`config.mk`:
```
export PLATFORM = sky130hd
export DESIGN_NAME = fault_campaign_seq
export DESIGN_NICKNAME = d
export VERILOG_FILES = /design/src/rtl/fault_campaign_seq.sv
export SDC_FILE = /design/constraint.sdc
export NUM_CORES = 1
export LEC_CHECK = 0
export CAP_MARGIN = 15
export CORE_MARGIN = 2
export CORE_UTILIZATION = 35
export DETAILED_ROUTE_END_ITERATION = 8
export HOLD_SLACK_MARGIN = 0.12
export SLEW_MARGIN = 20
export SYNTH_ARGS = -nofsm -noshare
export SYNTH_HDL_FRONTEND = slang
export SYNTH_SLANG_ARGS = --single-unit
```
`constraint.sdc`:
```
create_clock -name i_clk -period 3.3 [get_ports i_clk]
set_clock_uncertainty 0.15 [all_clocks]
set_input_delay 0.66 -clock i_clk [delete_from_list [all_inputs] [get_ports i_clk]]
set_output_delay 0.66 -clock i_clk [all_outputs]
set_load 0.005 [all_outputs]
```
`src/rtl/fault_campaign_seq.sv`:
```
// Fault-campaign sequencer: golden pass over all input vectors, then every
// site x stuck-at value, comparing each faulty response with the golden one
// and building a per-fault detection bitmap.
//
// state    | meaning
// ---------+-----------------------------------------------------------
// S_IDLE   | waiting for start, outputs parked, bitmap held
// S_GOLD   | sel=0, sweep vectors, store golden responses
// S_FAULT  | sweep vectors per fault, compare against golden responses
// S_FINISH | outputs parked, done pulses for one cycle
module fault_campaign_seq #(
    parameter int N_SITES    = 16,
    parameter int N_IN       = 4,
    parameter int SETTLE     = 2,
    parameter bit EARLY_EXIT = 1'b1
) (
    input  logic                 i_clk,
    input  logic                 i_rst,
    input  logic                 i_start,
    output logic [4:0]           o_sel,
    output logic                 o_control,
    output logic [N_IN-1:0]      o_vec,
    input  logic                 i_dut_y,
    input  logic                 i_dut_z,
    output logic                 o_busy,
    output logic                 o_done,
    output logic [2*N_SITES-1:0] o_detected,
    output logic [5:0]           o_det_count
);

    localparam int NV = 1 << N_IN;
    localparam int DW = 2 * N_SITES;
    localparam int HW = (SETTLE > 1) ? $clog2(SETTLE) : 1;
    localparam int IW = $clog2(DW);
    localparam logic [HW-1:0] HOLD_INIT = HW'(SETTLE - 1);
    localparam logic [4:0]    SEL_LAST  = 5'(N_SITES);

    typedef enum logic [1:0] {S_IDLE, S_GOLD, S_FAULT, S_FINISH} state_t;

    state_t          r_state, w_state_nxt;
    logic [4:0]      r_sel, w_sel_nxt;
    logic            r_ctrl, w_ctrl_nxt;
    logic [N_IN-1:0] r_vec, w_vec_nxt;
    logic [HW-1:0]   r_hold, w_hold_nxt;
    logic            r_busy, w_busy_nxt;
    logic            r_done, w_done_nxt;
    logic [DW-1:0]   r_det, w_det_nxt;
    logic [5:0]      r_cnt, w_cnt_nxt;
    logic            w_gold_we;
    logic [1:0]      r_gold [NV];

    logic [1:0]      w_resp;
    logic            w_last;
    logic            w_vec_last;
    logic            w_fault_last;
    logic            w_mismatch;
    logic            w_fault_end;
    logic [IW-1:0]   w_det_idx;
    logic [DW-1:0]   w_det_bit;

    // The response is sampled on the last held cycle of each vector; the
    // bitmap index is (sel-1)*2 + control.
    assign w_resp       = {i_dut_y, i_dut_z};
    assign w_last       = (r_hold == '0);
    assign w_vec_last   = (r_vec == '1);
    assign w_fault_last = (r_sel == SEL_LAST) && r_ctrl;
    assign w_mismatch   = (w_resp != r_gold[r_vec]);
    assign w_fault_end  = w_last && (w_vec_last || (EARLY_EXIT && w_mismatch));
    assign w_det_idx    = IW'({r_sel - 5'd1, r_ctrl});
    assign w_det_bit    = DW'(1) << w_det_idx;

    // State register.
    always_ff @(posedge i_clk) begin
        if (i_rst) r_state <= S_IDLE;
        else       r_state <= w_state_nxt;
    end

    // Next-state decode.
    always_comb begin
        w_state_nxt = r_state;
        case (r_state)
            S_IDLE:   if (i_start) w_state_nxt = S_GOLD;
            S_GOLD:   if (w_last && w_vec_last) w_state_nxt = S_FAULT;
            S_FAULT:  if (w_fault_end && w_fault_last) w_state_nxt = S_FINISH;
            S_FINISH: w_state_nxt = S_IDLE;
            default:  w_state_nxt = S_IDLE;
        endcase
    end

    // Next values of the registered outputs and sweep counters.
    always_comb begin
        w_sel_nxt  = r_sel;
        w_ctrl_nxt = r_ctrl;
        w_vec_nxt  = r_vec;
        w_hold_nxt = r_hold;
        w_busy_nxt = r_busy;
        w_done_nxt = 1'b0;
        w_det_nxt  = r_det;
        w_cnt_nxt  = r_cnt;
        w_gold_we  = 1'b0;
        case (r_state)
            S_IDLE: begin
                if (i_start) begin
                    w_sel_nxt  = 5'd0;
                    w_ctrl_nxt = 1'b0;
                    w_vec_nxt  = '0;
                    w_hold_nxt = HOLD_INIT;
                    w_busy_nxt = 1'b1;
                    w_det_nxt  = '0;
                    w_cnt_nxt  = 6'd0;
                end
            end
            S_GOLD: begin
                if (w_last) begin
                    w_gold_we  = 1'b1;
                    w_hold_nxt = HOLD_INIT;
                    w_vec_nxt  = r_vec + 1'b1;
                    if (w_vec_last) w_sel_nxt = 5'd1;
                end else begin
                    w_hold_nxt = r_hold - 1'b1;
                end
            end
            S_FAULT: begin
                if (w_last) begin
                    w_hold_nxt = HOLD_INIT;
                    w_vec_nxt  = r_vec + 1'b1;
                    if (w_mismatch) begin
                        w_det_nxt = r_det | w_det_bit;
                        if (!r_det[w_det_idx]) w_cnt_nxt = r_cnt + 6'd1;
                    end
                    if (w_fault_end) begin
                        w_vec_nxt = '0;
                        if (w_fault_last) begin
                            w_sel_nxt  = 5'd0;
                            w_ctrl_nxt = 1'b0;
                            w_busy_nxt = 1'b0;
                            w_done_nxt = 1'b1;
                        end else if (r_ctrl) begin
                            w_sel_nxt  = r_sel + 5'd1;
                            w_ctrl_nxt = 1'b0;
                        end else begin
                            w_ctrl_nxt = 1'b1;
                        end
                    end
                end else begin
                    w_hold_nxt = r_hold - 1'b1;
                end
            end
            S_FINISH: begin
                w_sel_nxt  = 5'd0;
                w_ctrl_nxt = 1'b0;
                w_vec_nxt  = '0;
                w_busy_nxt = 1'b0;
            end
            default: ;
        endcase
    end

    // Registered outputs and sweep counters.
    always_ff @(posedge i_clk) begin
        if (i_rst) begin
            r_sel  <= 5'd0;
            r_ctrl <= 1'b0;
            r_vec  <= '0;
            r_hold <= '0;
            r_busy <= 1'b0;
            r_done <= 1'b0;
            r_det  <= '0;
            r_cnt  <= 6'd0;
        end else begin
            r_sel  <= w_sel_nxt;
            r_ctrl <= w_ctrl_nxt;
            r_vec  <= w_vec_nxt;
            r_hold <= w_hold_nxt;
            r_busy <= w_busy_nxt;
            r_done <= w_done_nxt;
            r_det  <= w_det_nxt;
            r_cnt  <= w_cnt_nxt;
        end
    end

    // Golden response store; contents are only read after a full golden pass.
    always_ff @(posedge i_clk) begin
        if (w_gold_we) r_gold[r_vec] <= w_resp;
    end

    assign o_sel       = r_sel;
    assign o_control   = r_ctrl;
    assign o_vec       = r_vec;
    assign o_busy      = r_busy;
    assign o_done      = r_done;
    assign o_detected  = r_det;
    assign o_det_count = r_cnt;

endmodule

```
==> results of run 1 <==
[layout make-up]
type | instances | area, sq um
inverters | 10 | 37.54
repair buffers | 70 | 660.6
clock buffers | 9 | 225.2
fillers | 1108 | 6676
multi-input cells | 259 | 1996
clock inverters | 7 | 78.83
well taps | 147 | 183.9
flip-flops and latches | 89 | 2103
[flip-flops by register name, indices dropped and copies added, names as in the netlist, named ones only]
name and flops:
o_done 1, r_gold 32, o_sel 5, o_det_count 6, o_control 1, r_hold 1
r_state 2, o_detected 32, o_vec 4, o_busy 1
[repair_timing]
action	4_1_cts	5_1_grt
gates resized for setup	0	3
hold buffers	0	0
endpoints found under the setup margin	0	9
[worst max-delay path, stage by stage, from the launching register on]
cell      delay (ns)
dfxtp_1         0.48
mux4_1          0.66
mux4_2          0.48
mux2_2          0.29
or4b_4          0.56
a2111o_1        0.43
o21ai_0         0.09
[worst min path at each step]
stage	endpoint	cells after the start	start
after floorplan	o_det_count[5]$_SDFFE_PP0P_	2	o_det_count[5]$_SDFFE_PP0P_
after global placement	o_det_count[5]$_SDFFE_PP0P_	2	o_det_count[5]$_SDFFE_PP0P_
after detailed placement	o_det_count[5]$_SDFFE_PP0P_	2	o_det_count[5]$_SDFFE_PP0P_
after CTS	o_det_count[5]$_SDFFE_PP0P_	2	o_det_count[5]$_SDFFE_PP0P_
after global routing	o_det_count[5]$_SDFFE_PP0P_	2	o_det_count[5]$_SDFFE_PP0P_
final	o_det_count[5]$_SDFFE_PP0P_	2	o_det_count[5]$_SDFFE_PP0P_
[kinds of logic (layout without fill, tap and decap cells)]
logic type               after synthesis  in the layout  share of synthesized area (%)
AO/OA/AOI/OAI                         82             82                          14.50
buffers and inverters                 39             96                          4.159
adder cells (fa/ha/maj)               12             12                          3.515
multiplexers                          32             32                          12.48
flip-flops                            89             89                          49.21
XOR/XNOR                               7              7                          1.435
AND/OR/NAND/NOR                      126            126                          14.70
[power groups by stage]
stage / sequential (mW) / clock [mW] / combinational (mW)
floorplan: 1.23 / 0 / 0.690
global placement: 1.26 / 0 / 0.934
detailed placement: 1.26 / 0 / 0.943
CTS: 1.24 / 1.06 / 0.949
global route: 1.24 / 1.12 / 1.05
finish: 1.24 / 1.05 / 0.955
[metrics by stage]
stage | util [%] | hold slack, ns | cells
floorplan | - | 0.3091 | 387
global placement | 41.60 | 0.3126 | 575
detailed placement | 41.60 | 0.3147 | 575
CTS | 44.14 | 0.3319 | 591
global route | 44.18 | 0.3488 | 591
finish | 44.18 | 0.3277 | 591
[cell usage after synthesis (all sizes together), types with 2 or more instances]
master / n
o21ai: 14
nor4b: 2
or4: 2
and3: 6
nand3: 13
ha: 12
nor2b: 3
nand4: 2
and2: 3
edfxtp: 32
buf: 9
nor3b: 3
a21oi: 15
dfxtp: 57
xor2: 5
inv: 10
nand2: 21
xnor2: 2
mux4: 15
or2: 2
clkbuf: 20
a2111o: 3
nor2: 42
a21o: 2
mux2i: 15
nand2b: 5
mux2: 2
nor3: 15
o21a: 2
or3: 2
a32o: 25
o31ai: 2
a31oi: 13
[layer usage]
metal  part of all wire (%)  vias to the layer above
met5                      0                        -
met2                     49                       90
met3                    4.2                       16
met1                     45                     1623
li1                       -                     1569
met4                    1.5                        0
==> reports/metrics.json, run 1 <==
{
  "floorplanning": {
    "dieArea_sq_um": 13100,
    "initial_core_util_pct": 35.71,
    "die_width_um": 114.5,
    "core_area_sq_um": 11960,
    "die_h_um": 114.5,
    "ioPinCount": 55,
    "placement_rows": 40
  },
  "timing": {
    "setup_repair_after_global_routing_missed_its_margin": "no",
    "slew_violations": 0,
    "timing.slew.headroom_pct": 31.83,
    "maxClockFrequency_mhz": 310.4,
    "slew_at_the_pin_closest_to_its_max_slew_limit_ns": 1.022,
    "timing.final.ws_setup_ns": 0.07836,
    "final_period_minus_worst_setup_slack_ns": 3.222,
    "finalHoldViolations": 0,
    "setup-tns-final_ns": 0,
    "setup_viol_count_final": 0,
    "finalCritPeriodShare_pct": 97.63
  },
  "routing": {
    "detail_route.vias_per_cell": 5.580,
    "detailroute.via_count": 3298,
    "drcViolationCount": 0,
    "totalWireLength_um": 10960,
    "1st_iter_drt_viols": 286,
    "first_pass_iters": 4,
    "ant_nets": 0,
    "wl_per_cell_um": 18.54
  },
  "synth": {
    "post-synth-top-area-fraction_pct": 26.71,
    "netlist_top_cells_area": "dfxtp_1 (27%), edfxtp_1 (22%), a32o_1 (5.9%)",
    "number_of_synthesized_register_bits": 89,
    "syn-instance-count": 387,
    "ys.flop_type": "dfxtp_1",
    "synth_cell_types": 50,
    "post-synth-top-area-cell": "dfxtp_1",
    "synth_enable_flop_cells": 32,
    "yosysSeqAreaShare_pct": 49.21,
    "ys_async_sr_fraction_pct": 0,
    "synthesis.yosys.warnings": 0,
    "syn_area_cell_sq_um": 11.04,
    "netlist_area_sq_um": 4272,
    "synthesis.nets": 404
  },
  "cts": {
    "cts_post_setup_buffers_inserted": 0,
    "tritoncts_buffer_count": 9,
    "cts_sinks": 89,
    "path_clk_slew_ns": 0.07,
    "htreeDepth": 3,
    "clock_path_buffers": 2,
    "cts_tree": "done",
    "cts-root-buf": "clkbuf_16",
    "clk_latency_ns": 0.34
  },
  "pwr": {
    "seqPwrFrac_pct": 38.1,
    "power.switching_fraction_pct": 34.66,
    "clkPwrFrac_pct": 32.4,
    "power.net_switching_mw": 1.124,
    "p_total_mw": 3.243,
    "p_int_mw": 2.119,
    "share_comb_of_total_power_pct": 29.5,
    "p_per_area_nw_per_um2": 613.6,
    "p_leak_nw": 1.826,
    "ir_worst_vdd_v": 0.0002464
  },
  "global_routing": {
    "global_route.usage.total_pct": 17.27,
    "globalRouteMet2Util_pct": 27.65,
    "pin_count_of_the_biggest_net_entering_global_routing": 29,
    "grt_pass1_wl_um": 17570,
    "gr-usage-met3_pct": 3.441,
    "globalRouteMet1Util_pct": 23.59,
    "initial_antenna_violation_count": 0,
    "grt-busiest-layer": "met2",
    "grt.overflow.total": 0,
    "via_count_of_the_first_global_routing_pass": 3242
  },
  "place": {
    "dp_slack_ns": 0.07731,
    "place_hpwl_um": 7805,
    "gp_routability_congestion": 0.8290,
    "port_buffers": 54,
    "placed_area_sq_um": 4976
  },
  "worst_setup_path": {
    "rr_worst_depth": 6,
    "critical_path_peak_fanout": 11,
    "rrSetupSlack_ns": 0.08,
    "end_kind": "register",
    "regToRegEndpoint": "o_det_count[4]$_SDFFE_PP0P_",
    "r2r-start": "o_control$_SDFFE_PP0P_",
    "cp-endpoint": "o_det_count[4]$_SDFFE_PP0P_",
    "crit_type": "reg -> reg",
    "crit_arrival_ns": 3.33,
    "worstSetupStartpoint": "o_control$_SDFFE_PP0P_",
    "critical_path_required_ns": 3.41,
    "worst_setup_path_start_kind": "register"
  },
  "job": {
    "max_cap_viol_count": 0
  },
  "layout": {
    "antenna_cells": 0,
    "drive_gt1_share_pct": 11.49,
    "layout_common_cells": "dfxtp_1 (56), clkdlybuf4s50_1 (54), nor2_1 (42), edfxtp_1 (32), a32o_1 (25)",
    "final_common_cell": "dfxtp_1",
    "design.final.nets": 456,
    "flow.area_growth_from_synthesis_pct": 23.73,
    "postLayoutCellArea_sq_um": 5285
  },
  "min_path": {
    "hold_removal_path_class": "reg -> reg"
  },
  "status": {
    "status": "finished clean"
  }
}
Power figures use the tool's default switching activity.
==> run 2, diff against run 1 <==
--- a/config.mk
+++ b/config.mk
@@ -10,6 +10,7 @@
 export CORE_UTILIZATION = 35
 export DETAILED_ROUTE_END_ITERATION = 8
 export HOLD_SLACK_MARGIN = 0.12
+export SKIP_CTS_REPAIR_TIMING = 1
 export SLEW_MARGIN = 20
 export SYNTH_ARGS = -nofsm -noshare
 export SYNTH_HDL_FRONTEND = slang
==> results of run 2 <==
Final layout, timing and power as in run 1 (identical DEF).
==> RTL edit (config.mk and constraints of run 2) <==
`N_IN`: 4 -> 6.
--- a/src/rtl/fault_campaign_seq.sv
+++ b/src/rtl/fault_campaign_seq.sv
@@ -10,7 +10,7 @@
 // S_FINISH | outputs parked, done pulses for one cycle
 module fault_campaign_seq #(
     parameter int N_SITES    = 16,
-    parameter int N_IN       = 4,
+    parameter int N_IN       = 6,
     parameter int SETTLE     = 2,
     parameter bit EARLY_EXIT = 1'b1
 ) (
Interface: changed (resized o_vec); port bits go from 55 to 57. The function was not compared with the original's and may differ.
==> RTL edit against run 2 <==
- die area grew 93%
- wire length is 84% higher
- power rose by 77%
- sequential cell count rose by 100
- final area increased by 91%
- setup slack better by 0.045 ns
- sequential power rose by 110%
- largest cell class unchanged
- critical path depth increased by 4
- area after synthesis up 97%
==> RTL edit: results <==
[setup_path]
crit_path_end = o_control
worst-endpoint-arrival_ns = 3.39
critical_path.top_delay_family = compound AO/OA/AOI/OAI gates
crit_required_ns = 3.52
path_max_fanout = 13
timing.critical_path.slowest_stage_cell = sky130_fd_sc_hd__mux4_2
minimum_setup_slack_among_reg_to_reg_paths_ns = 0.12
reg2reg_depth = 10
critical-path-max-stage-delay_ns = 0.55

[clocking]
h_tree_levels = 4
insertion_delay_of_the_later_clocked_pin_in_the_worst_skew_pair_ns = 0.44
clkTransAtPathRegs_ns = 0.08
cts_inserted_buffers = 17

[synth]
async_reset_ff_share_pct = 0
xor_xnor_portion_of_the_synthesized_cell_area_pct = 0.923
syn_nets = 698
multiplexer_area_fraction_after_synthesis_pct = 10.9
yosys-top-cells-area = sky130_fd_sc_hd__edfxtp_1 (46%), sky130_fd_sc_hd__dfxtp_1 (15%), sky130_fd_sc_hd__mux2i_1 (6.2%)
synth_edf_count = 128
netlist_instances = 684
synth_commonest_cells = sky130_fd_sc_hd__edfxtp_1 (128), sky130_fd_sc_hd__nor2_1 (116), sky130_fd_sc_hd__dfxtp_1 (61)
seq_area_frac_synth_pct = 60.3
synth-adder-area-share_pct = 1.34
compound_gate_portion_of_the_synthesized_area_pct = 10.3
synth.distinct_cells = 62

[detailed_routing]
post_drt_via_cell_ratio = 5.20
initialDrtViolationCount = 437
routed_wirelength_mm = 20.2
drt_first_pass_iters = 5
detailroute.via_count = 5654

[power_and_ir_drop]
pwr-share-clk_pct = 34.3
power-per-cell-area_nw_per_um2 = 571
internal_power_w = 0.00401
pg_comb_w = 0.00115
cell_leakage_power_nw = 3.13
ir_worst_vdd_v = 0.000349

[place]
dpl.hpwl_mm = 13.6
cell_area_placed_um2 = 9430
globalplace.congestion = 0.865
buffer_ports.inserted = 56
total_placed_cells_including_tap_cells = 1053
place_ws_ns = 0.0267

[layout]
drive_above_1_share_pct = 14.3
diodes = 0
finalNetCount = 770
layout.filler_cells = 2261

[status]
outcome = complete, no violations

[sta]
fin_worst_hold_slack_ns = 0.334
relSlewSlack_pct = 58.1

[min_path]
min-delay-start = o_busy
timing.hold.worst_endpoint = o_busy

[global_routing]
grt_usage_pct = 16.2
first_pass_grt_wire_length_mm = 32.1
grt_max_degree = 65
via_count_of_the_first_global_routing_pass = 5636
-- RTL edit: changes by cell type after synthesis, sizes merged, moves of 7 or more --
cell / delta
nor2: +75
a32o: -25
nand3: +19
nor2b: +8
nor3: -9
mux2i: +38
nand2: +19
a31oi: -8
a22oi: +15
edfxtp: +96
buf: +7
o21a: +31
a211oi: +7
-- RTL edit: area by class of cell --
cell class                      count  area [um2]  share of cell area (%)
Sequential cell                   189        5070                    50.4
Multi-Input combinational cell    444        3100                    30.8
Inverter                           14        52.6                   0.522
Clock inverter                     15         146                    1.45
Clock buffer                       17         425                    4.22
Timing Repair Buffer               90         873                    8.67
Tap cell                          319         399                    3.96
-- RTL edit: layer usage --
metal  vias to the layer above  GRT usage (%)  share of wire (%)
li1                       2683              -                  -
met1                      2775           21.9                 46
met2                       166           26.5                 48
met3                        30           3.34                4.5
met4                         0           4.63                2.0
met5                         -              0                  0
